--- src/rtl/secret_sender.sv ---
// -----------------------------------------------------------------------------
// secret_sender
// Answers the keylock controller's sendSecret/doneSend handshake by printing
// the stored secret over an 8N1 UART line.  The message is the secret's hex
// digits in uppercase ASCII (most-significant digit first) followed by CR LF.
//
// Parameters
//   CLKS_PER_BIT : clock cycles per UART bit (>= 2)
//   NUM_DIGITS   : number of hex digits in the secret
// Ports
//   clk        : single clock, rising edge
//   reset      : synchronous, active-high reset
//   sendSecret : request level from the controller; a rising edge starts a message
//   secret     : secret value, most-significant digit in the MSBs
//   tx         : UART serial output, idles high
//   doneSend   : one-cycle pulse when the final stop bit has completed
//   busy       : high while a message is in progress
// -----------------------------------------------------------------------------
module secret_sender #(
   parameter int CLKS_PER_BIT = 434,
   parameter int NUM_DIGITS   = 4
) (
   input  logic                    clk,
   input  logic                    reset,
   input  logic                    sendSecret,
   input  logic [4*NUM_DIGITS-1:0] secret,
   output logic                    tx,
   output logic                    doneSend,
   output logic                    busy
);

   localparam int F  = NUM_DIGITS + 2;
   localparam int SW = 4 * NUM_DIGITS;
   localparam int TW = (CLKS_PER_BIT > 1) ? $clog2(CLKS_PER_BIT) : 1;
   localparam int IW = $clog2(F);

   localparam logic [TW-1:0] T_LAST   = TW'(CLKS_PER_BIT - 1);
   localparam logic [IW-1:0] IDX_LAST = IW'(F - 1);
   localparam logic [IW-1:0] IDX_CR   = IW'(NUM_DIGITS);

   typedef enum logic [2:0] {
      S_IDLE,
      S_START,
      S_DATA,
      S_STOP,
      S_DONE
   } state_t;

   state_t          state_q, state_d;
   logic [TW-1:0]   timer_q, timer_d;
   logic [2:0]      bit_q, bit_d;
   logic [IW-1:0]   idx_q, idx_d;
   logic [SW-1:0]   shreg_q, shreg_d;
   logic            send_q;
   logic            tx_q, tx_d;
   logic            done_q, done_d;
   logic            busy_q, busy_d;

   logic [3:0]      digit;
   logic [7:0]      byte_cur;
   logic            bit_end;

   // The digit being printed always sits in the top nibble of the shift
   // register; it is shifted up once per completed digit byte.
   assign digit   = shreg_q[SW-1 -: 4];
   assign bit_end = (timer_q == T_LAST);

   always_comb begin
      byte_cur = 8'h0A;
      if (idx_q < IDX_CR) begin
         if (digit <= 4'd9) begin
            byte_cur = 8'h30 + {4'h0, digit};
         end else begin
            byte_cur = 8'h37 + {4'h0, digit};
         end
      end else if (idx_q == IDX_CR) begin
         byte_cur = 8'h0D;
      end
   end

   always_comb begin
      state_d = state_q;
      timer_d = timer_q;
      bit_d   = bit_q;
      idx_d   = idx_q;
      shreg_d = shreg_q;

      case (state_q)
         S_IDLE: begin
            timer_d = '0;
            bit_d   = '0;
            idx_d   = '0;
            // Edge detect against the registered sample so a level that stays
            // high after completion cannot start another message.
            if (sendSecret && !send_q) begin
               state_d = S_START;
               shreg_d = secret;
            end
         end
         S_START: begin
            if (bit_end) begin
               timer_d = '0;
               bit_d   = '0;
               state_d = S_DATA;
            end else begin
               timer_d = timer_q + TW'(1);
            end
         end
         S_DATA: begin
            if (bit_end) begin
               timer_d = '0;
               if (bit_q == 3'd7) begin
                  state_d = S_STOP;
               end else begin
                  bit_d = bit_q + 3'd1;
               end
            end else begin
               timer_d = timer_q + TW'(1);
            end
         end
         S_STOP: begin
            if (bit_end) begin
               timer_d = '0;
               if (idx_q == IDX_LAST) begin
                  state_d = S_DONE;
               end else begin
                  idx_d   = idx_q + IW'(1);
                  shreg_d = shreg_q << 4;
                  state_d = S_START;
               end
            end else begin
               timer_d = timer_q + TW'(1);
            end
         end
         S_DONE: begin
            state_d = S_IDLE;
         end
         default: begin
            state_d = S_IDLE;
         end
      endcase

      // Outputs are computed from the next state so that the registered
      // versions change on the same edge as the state itself.  The byte does
      // not change while in DATA, so the current byte is the right source.
      tx_d = 1'b1;
      if (state_d == S_START) begin
         tx_d = 1'b0;
      end else if (state_d == S_DATA) begin
         tx_d = byte_cur[bit_d];
      end
      done_d = (state_d == S_DONE);
      busy_d = (state_d != S_IDLE);
   end

   always_ff @(posedge clk) begin
      if (reset) begin
         state_q <= S_IDLE;
         timer_q <= '0;
         bit_q   <= '0;
         idx_q   <= '0;
         shreg_q <= '0;
         send_q  <= 1'b0;
         tx_q    <= 1'b1;
         done_q  <= 1'b0;
         busy_q  <= 1'b0;
      end else begin
         state_q <= state_d;
         timer_q <= timer_d;
         bit_q   <= bit_d;
         idx_q   <= idx_d;
         shreg_q <= shreg_d;
         send_q  <= sendSecret;
         tx_q    <= tx_d;
         done_q  <= done_d;
         busy_q  <= busy_d;
      end
   end

   assign tx       = tx_q;
   assign doneSend = done_q;
   assign busy     = busy_q;

endmodule

--- config.mk ---
export PLATFORM = sky130hd
export DESIGN_NAME = secret_sender
export DESIGN_NICKNAME = d
export VERILOG_FILES = /design/src/rtl/secret_sender.sv
export SDC_FILE = /design/constraint.sdc
export NUM_CORES = 1
export LEC_CHECK = 0
export ABC_AREA = 1
export CORE_MARGIN = 8
export CORE_UTILIZATION = 49
export DETAILED_ROUTE_END_ITERATION = 10
export PLACE_DENSITY = 0.8
export SLEW_MARGIN = 0
export SYNTH_ARGS = -nofsm -noshare
export SYNTH_HDL_FRONTEND = slang
export SYNTH_SLANG_ARGS = --single-unit
--- constraint.sdc ---
create_clock -name clk -period 2.15 [get_ports clk]
set_input_delay 0.43 -clock clk [delete_from_list [all_inputs] [get_ports clk]]
set_output_delay 0.43 -clock clk [all_outputs]
set_load 0.02 [all_outputs]
==> results by group, run 1 <==
Power
  – Switching Power: 381 µW
  – Cell-internal power: 1180 µW
  – Combinational share of power: 13.2%
  – Clock share of power: 37.6%
  – Sw frac: 24.5%
  – Power per cell area: 634 mW/mm²
  – Worst VDD drop: 0.500 mV
  – Leakage: 0.00103 µW
  – Flop pwr share: 49.2%

Floorplan
  – Die ar.: 0.00667 mm²
  – Starting density of the core: 49.6%
  – Core Area: 0.00426 mm²
  – IO Pins: 22
  – Die X: 81.7 µm
  – DIE HEIGHT: 81.7 µm
  – Site Rows: 24

Worst hold path
  – Hold Path Depth: 2
  – Hold Crit Class: register to register

Route
  – Antenna violation net count after detailed routing: 0
  – DR WL/cell: 11.9 µm
  – DR DRC count: 0
  – DR vias/cell: 5.21
  – DR vias: 1882
  – Routed WL: 4.31 mm
  – DRT Pass-1 Iters: 4
  – Initial DRC Count: 101

Yosys
  – YS warnings: 0
  – #FFs+latches synth: 38
  – Ys flop type: dfxtp_1
  – Post-synth ARST share: 0%
  – Top post-synthesis cells by area: dfxtp_1 36%, nand2_1 9.4%, nor2_1 5.3%, inv_1 5.0%, ha_1 4.7%
  – Share of the synthesized area in the top cell type: 36.0%
  – Post-synthesis sequential area ratio: 36.0%
  – Mapped Nets: 315
  – Syn_area_per_cell: 7.34 µm²
  – Synthesized cell area: 0.00211 mm²
  – Cell count after synthesis: 288
  – Cell taking the most area after synthesis: dfxtp_1
  – Post-synth EDFFs: 0
  – Distinct cells, synth: 36

Placement
  – GPL Wtd Cong: 0.835
  – Inst Count DP: 353
  – DP Wirelength: 3.23 mm
  – Dpl ws: 0.137 ns
  – Port bufs: 21

Global routing
  – Antenna violations before repair: 0
  – First-pass GRT wire length: 7.48 mm
  – Grt ovf: 0
  – GRT Overall Usage: 13.8%
  – Largest net degree at the start of global routing: 29
  – Vias in the first global route: 1723

Timing
  – Final count of pins violating max slew: 0
  – Final cycle utilization of the critical path: 88.8%
  – Final hold vios: 0
  – Worst-margin pin slew: 0.645 ns
  – Final WS setup: 0.240 ns
  – Setup_tns: 0 ns
  – Fin Clk Skew: 0.00596 ns
  – Min Clock Period, post-route: 1.91 ns
  – Slew Limit Headroom: 56.5%
  – Finish-stage setup viols: 0
  – Fmax: 524 MHz
  – RSZ-0062 raised after global routing: no

Setup path
  – CP Capture Type: register
  – Crit path arrival time: 2.08 ns
  – WP data required: 2.32 ns
  – Max FO, Critical Path: 28
  – Reg2reg path depth: 7
  – Crit Path Category: register to register
  – Critical path startpoint category: register

Layout
  – Core Util, Final: 57.6%
  – N_diodes: 0
  – Fill cell count: 404
  – Non-filler cells, final: 361
  – Share of cells above drive strength 1: 13.6%
  – Area growth syn-to-layout: 16.3%
  – Final nets: 335

Clock network
  – Clk buf depth: 2
  – CTS tree: done
  – H-tree levels: 2
  – Clk root buf: clkbuf_8
  – CTS buffer count: 5
  – Post-CTS Hold Buffers: 0
  – Post-CTS Setup Inserts: 0
  – CTS resizes: 0
  – Worst-path clk slew: 0.08 ns
  – Clock sinks: 38
  – Clk_lat worst skew: 0.29 ns

Run status
  – Status: finished, final reports clean

Run
  – Max_cap viols: 0
## per-layer routing
layer,track usage (%),vias up,routed length (µm),share of wire [%]
li1,-,988,-,-
met1,19.3,862,2220,51
met2,20.4,28,1930,45
met3,2.95,4,119,2.8
met4,5.09,0,39,0.91
met5,0,-,0,0
## cells in the mapped netlist, types with 2 or more instances
cell type and instances:
nor3_1 8, o21bai_1 2, nand2_4 3, o21ai_0 16, o21ai_1 5, nand4_1 3
a31oi_1 15, nand2_1 53, buf_2 2, nor4_1 2, inv_1 28, nand2_2 6
nand3_1 19, xor2_1 2, buf_6 3, clkbuf_1 7, inv_2 5, nor2_8 2
a211oi_1 2, dfxtp_1 38, nor2_2 3, ha_1 8, a21oi_1 10, nor2_4 2
nor3b_1 3, nor2_1 30, or2_2 2
## critical path: stages (launching register included)
cell and delay (ns):
dfxtp_1 0.63, nor2_8 0.14, nand2_2 0.10, a21oi_2 0.05, a21boi_4 0.22, clkinv_2 0.30
o21ai_0 0.29, a31oi_1 0.06
## cell usage in the layout, fill, tap and decap left out, types with 3 or more instances in the layout
cell type / n
a21oi_1: 10
a31oi_1: 15
buf_4: 4
clkbuf_8: 5
clkdlybuf4s50_1: 21
clkinv_2: 3
dfxtp_1: 38
ha_1: 8
inv_1: 28
inv_2: 5
nand2_1: 53
nand2_2: 6
nand2_4: 3
nand3_1: 19
nand4_1: 3
nor2_1: 30
nor2_2: 3
nor3_1: 8
nor3b_1: 3
o21ai_0: 16
o21ai_1: 5
## path summary, 6_finish.rpt
kind | start | endpoint | slack (ns)
min | timer_q[5] | timer_q[5] | 0.49
max reg2reg | state_q[2] | shreg_q[6] | 0.24
min reg2reg | timer_q[5] | timer_q[5] | 0.49
max | state_q[2] | shreg_q[6] | 0.24
## kinds of logic after synthesis
logic type      share of synthesized area (%)
compound gates                           15.6
xor+xnor                                0.829
fa+ha+maj                                4.74
buf+inv                                  9.41
flops                                    36.0
simple gates                             33.4
## sequential cells by signal, indices dropped and copies added (netlist names)
signal    cells
send_q        1
timer_q       9
tx            1
idx_q         3
shreg_q      16
doneSend      1
busy          1
state_q       3
bit_q         3
## power groups by stage
stage                     registers (µW)  clock network (µW)  logic, µW
after floorplan                      779                   0        137
after global placement               781                   0        200
after detailed placement             782                   0        203
after CTS                            766                 600        205
after global routing                 771                 625        234
final                                767                 585        205
## per-stage QoR
step / area, µm² / total power (µW) / hold slack, ns
2_1_floorplan: 2110 / 916 / 0.450
3_3_place_gp: 2350 / 981 / 0.461
3_5_place_dp: 2350 / 985 / 0.478
4_1_cts: 2460 / 1570 / 0.492
5_1_grt: 2460 / 1630 / 0.496
6_report: 2460 / 1560 / 0.491
## layout make-up
type                       instances  area (µm²)  share of cell area [%]
multi-input combinational        204        1150                    46.9
tap                               52        65.1                    2.65
clock buffer                       5        68.8                    2.80
sequential                        38         761                    31.0
clock inverter                     3        40.0                    1.63
timing repair buffer              25         240                    9.78
inverter                          34         129                    5.24
(Power assumes the default switching activity.)
==> run 2, diff against run 1 <==
--- a/config.mk
+++ b/config.mk
@@ -8,6 +8,7 @@
 export ABC_AREA = 1
 export CORE_MARGIN = 8
 export CORE_UTILIZATION = 49
+export CTS_CLUSTER_SIZE = 30
 export DETAILED_ROUTE_END_ITERATION = 10
 export PLACE_DENSITY = 0.8
 export SLEW_MARGIN = 0
==> results of run 2 <==
The final DEF is identical to that of run 1; final timing and power are the same.
==> run 3, diff against run 2 <==
--- a/config.mk
+++ b/config.mk
@@ -6,12 +6,12 @@
 export NUM_CORES = 1
 export LEC_CHECK = 0
 export ABC_AREA = 1
+export CAP_MARGIN = 10
 export CORE_MARGIN = 8
 export CORE_UTILIZATION = 49
 export CTS_CLUSTER_SIZE = 30
 export DETAILED_ROUTE_END_ITERATION = 10
 export PLACE_DENSITY = 0.8
-export SLEW_MARGIN = 0
 export SYNTH_ARGS = -nofsm -noshare
 export SYNTH_HDL_FRONTEND = slang
 export SYNTH_SLANG_ARGS = --single-unit
==> results of run 3 <==
The final DEF is identical to that of run 1; final timing and power are the same.
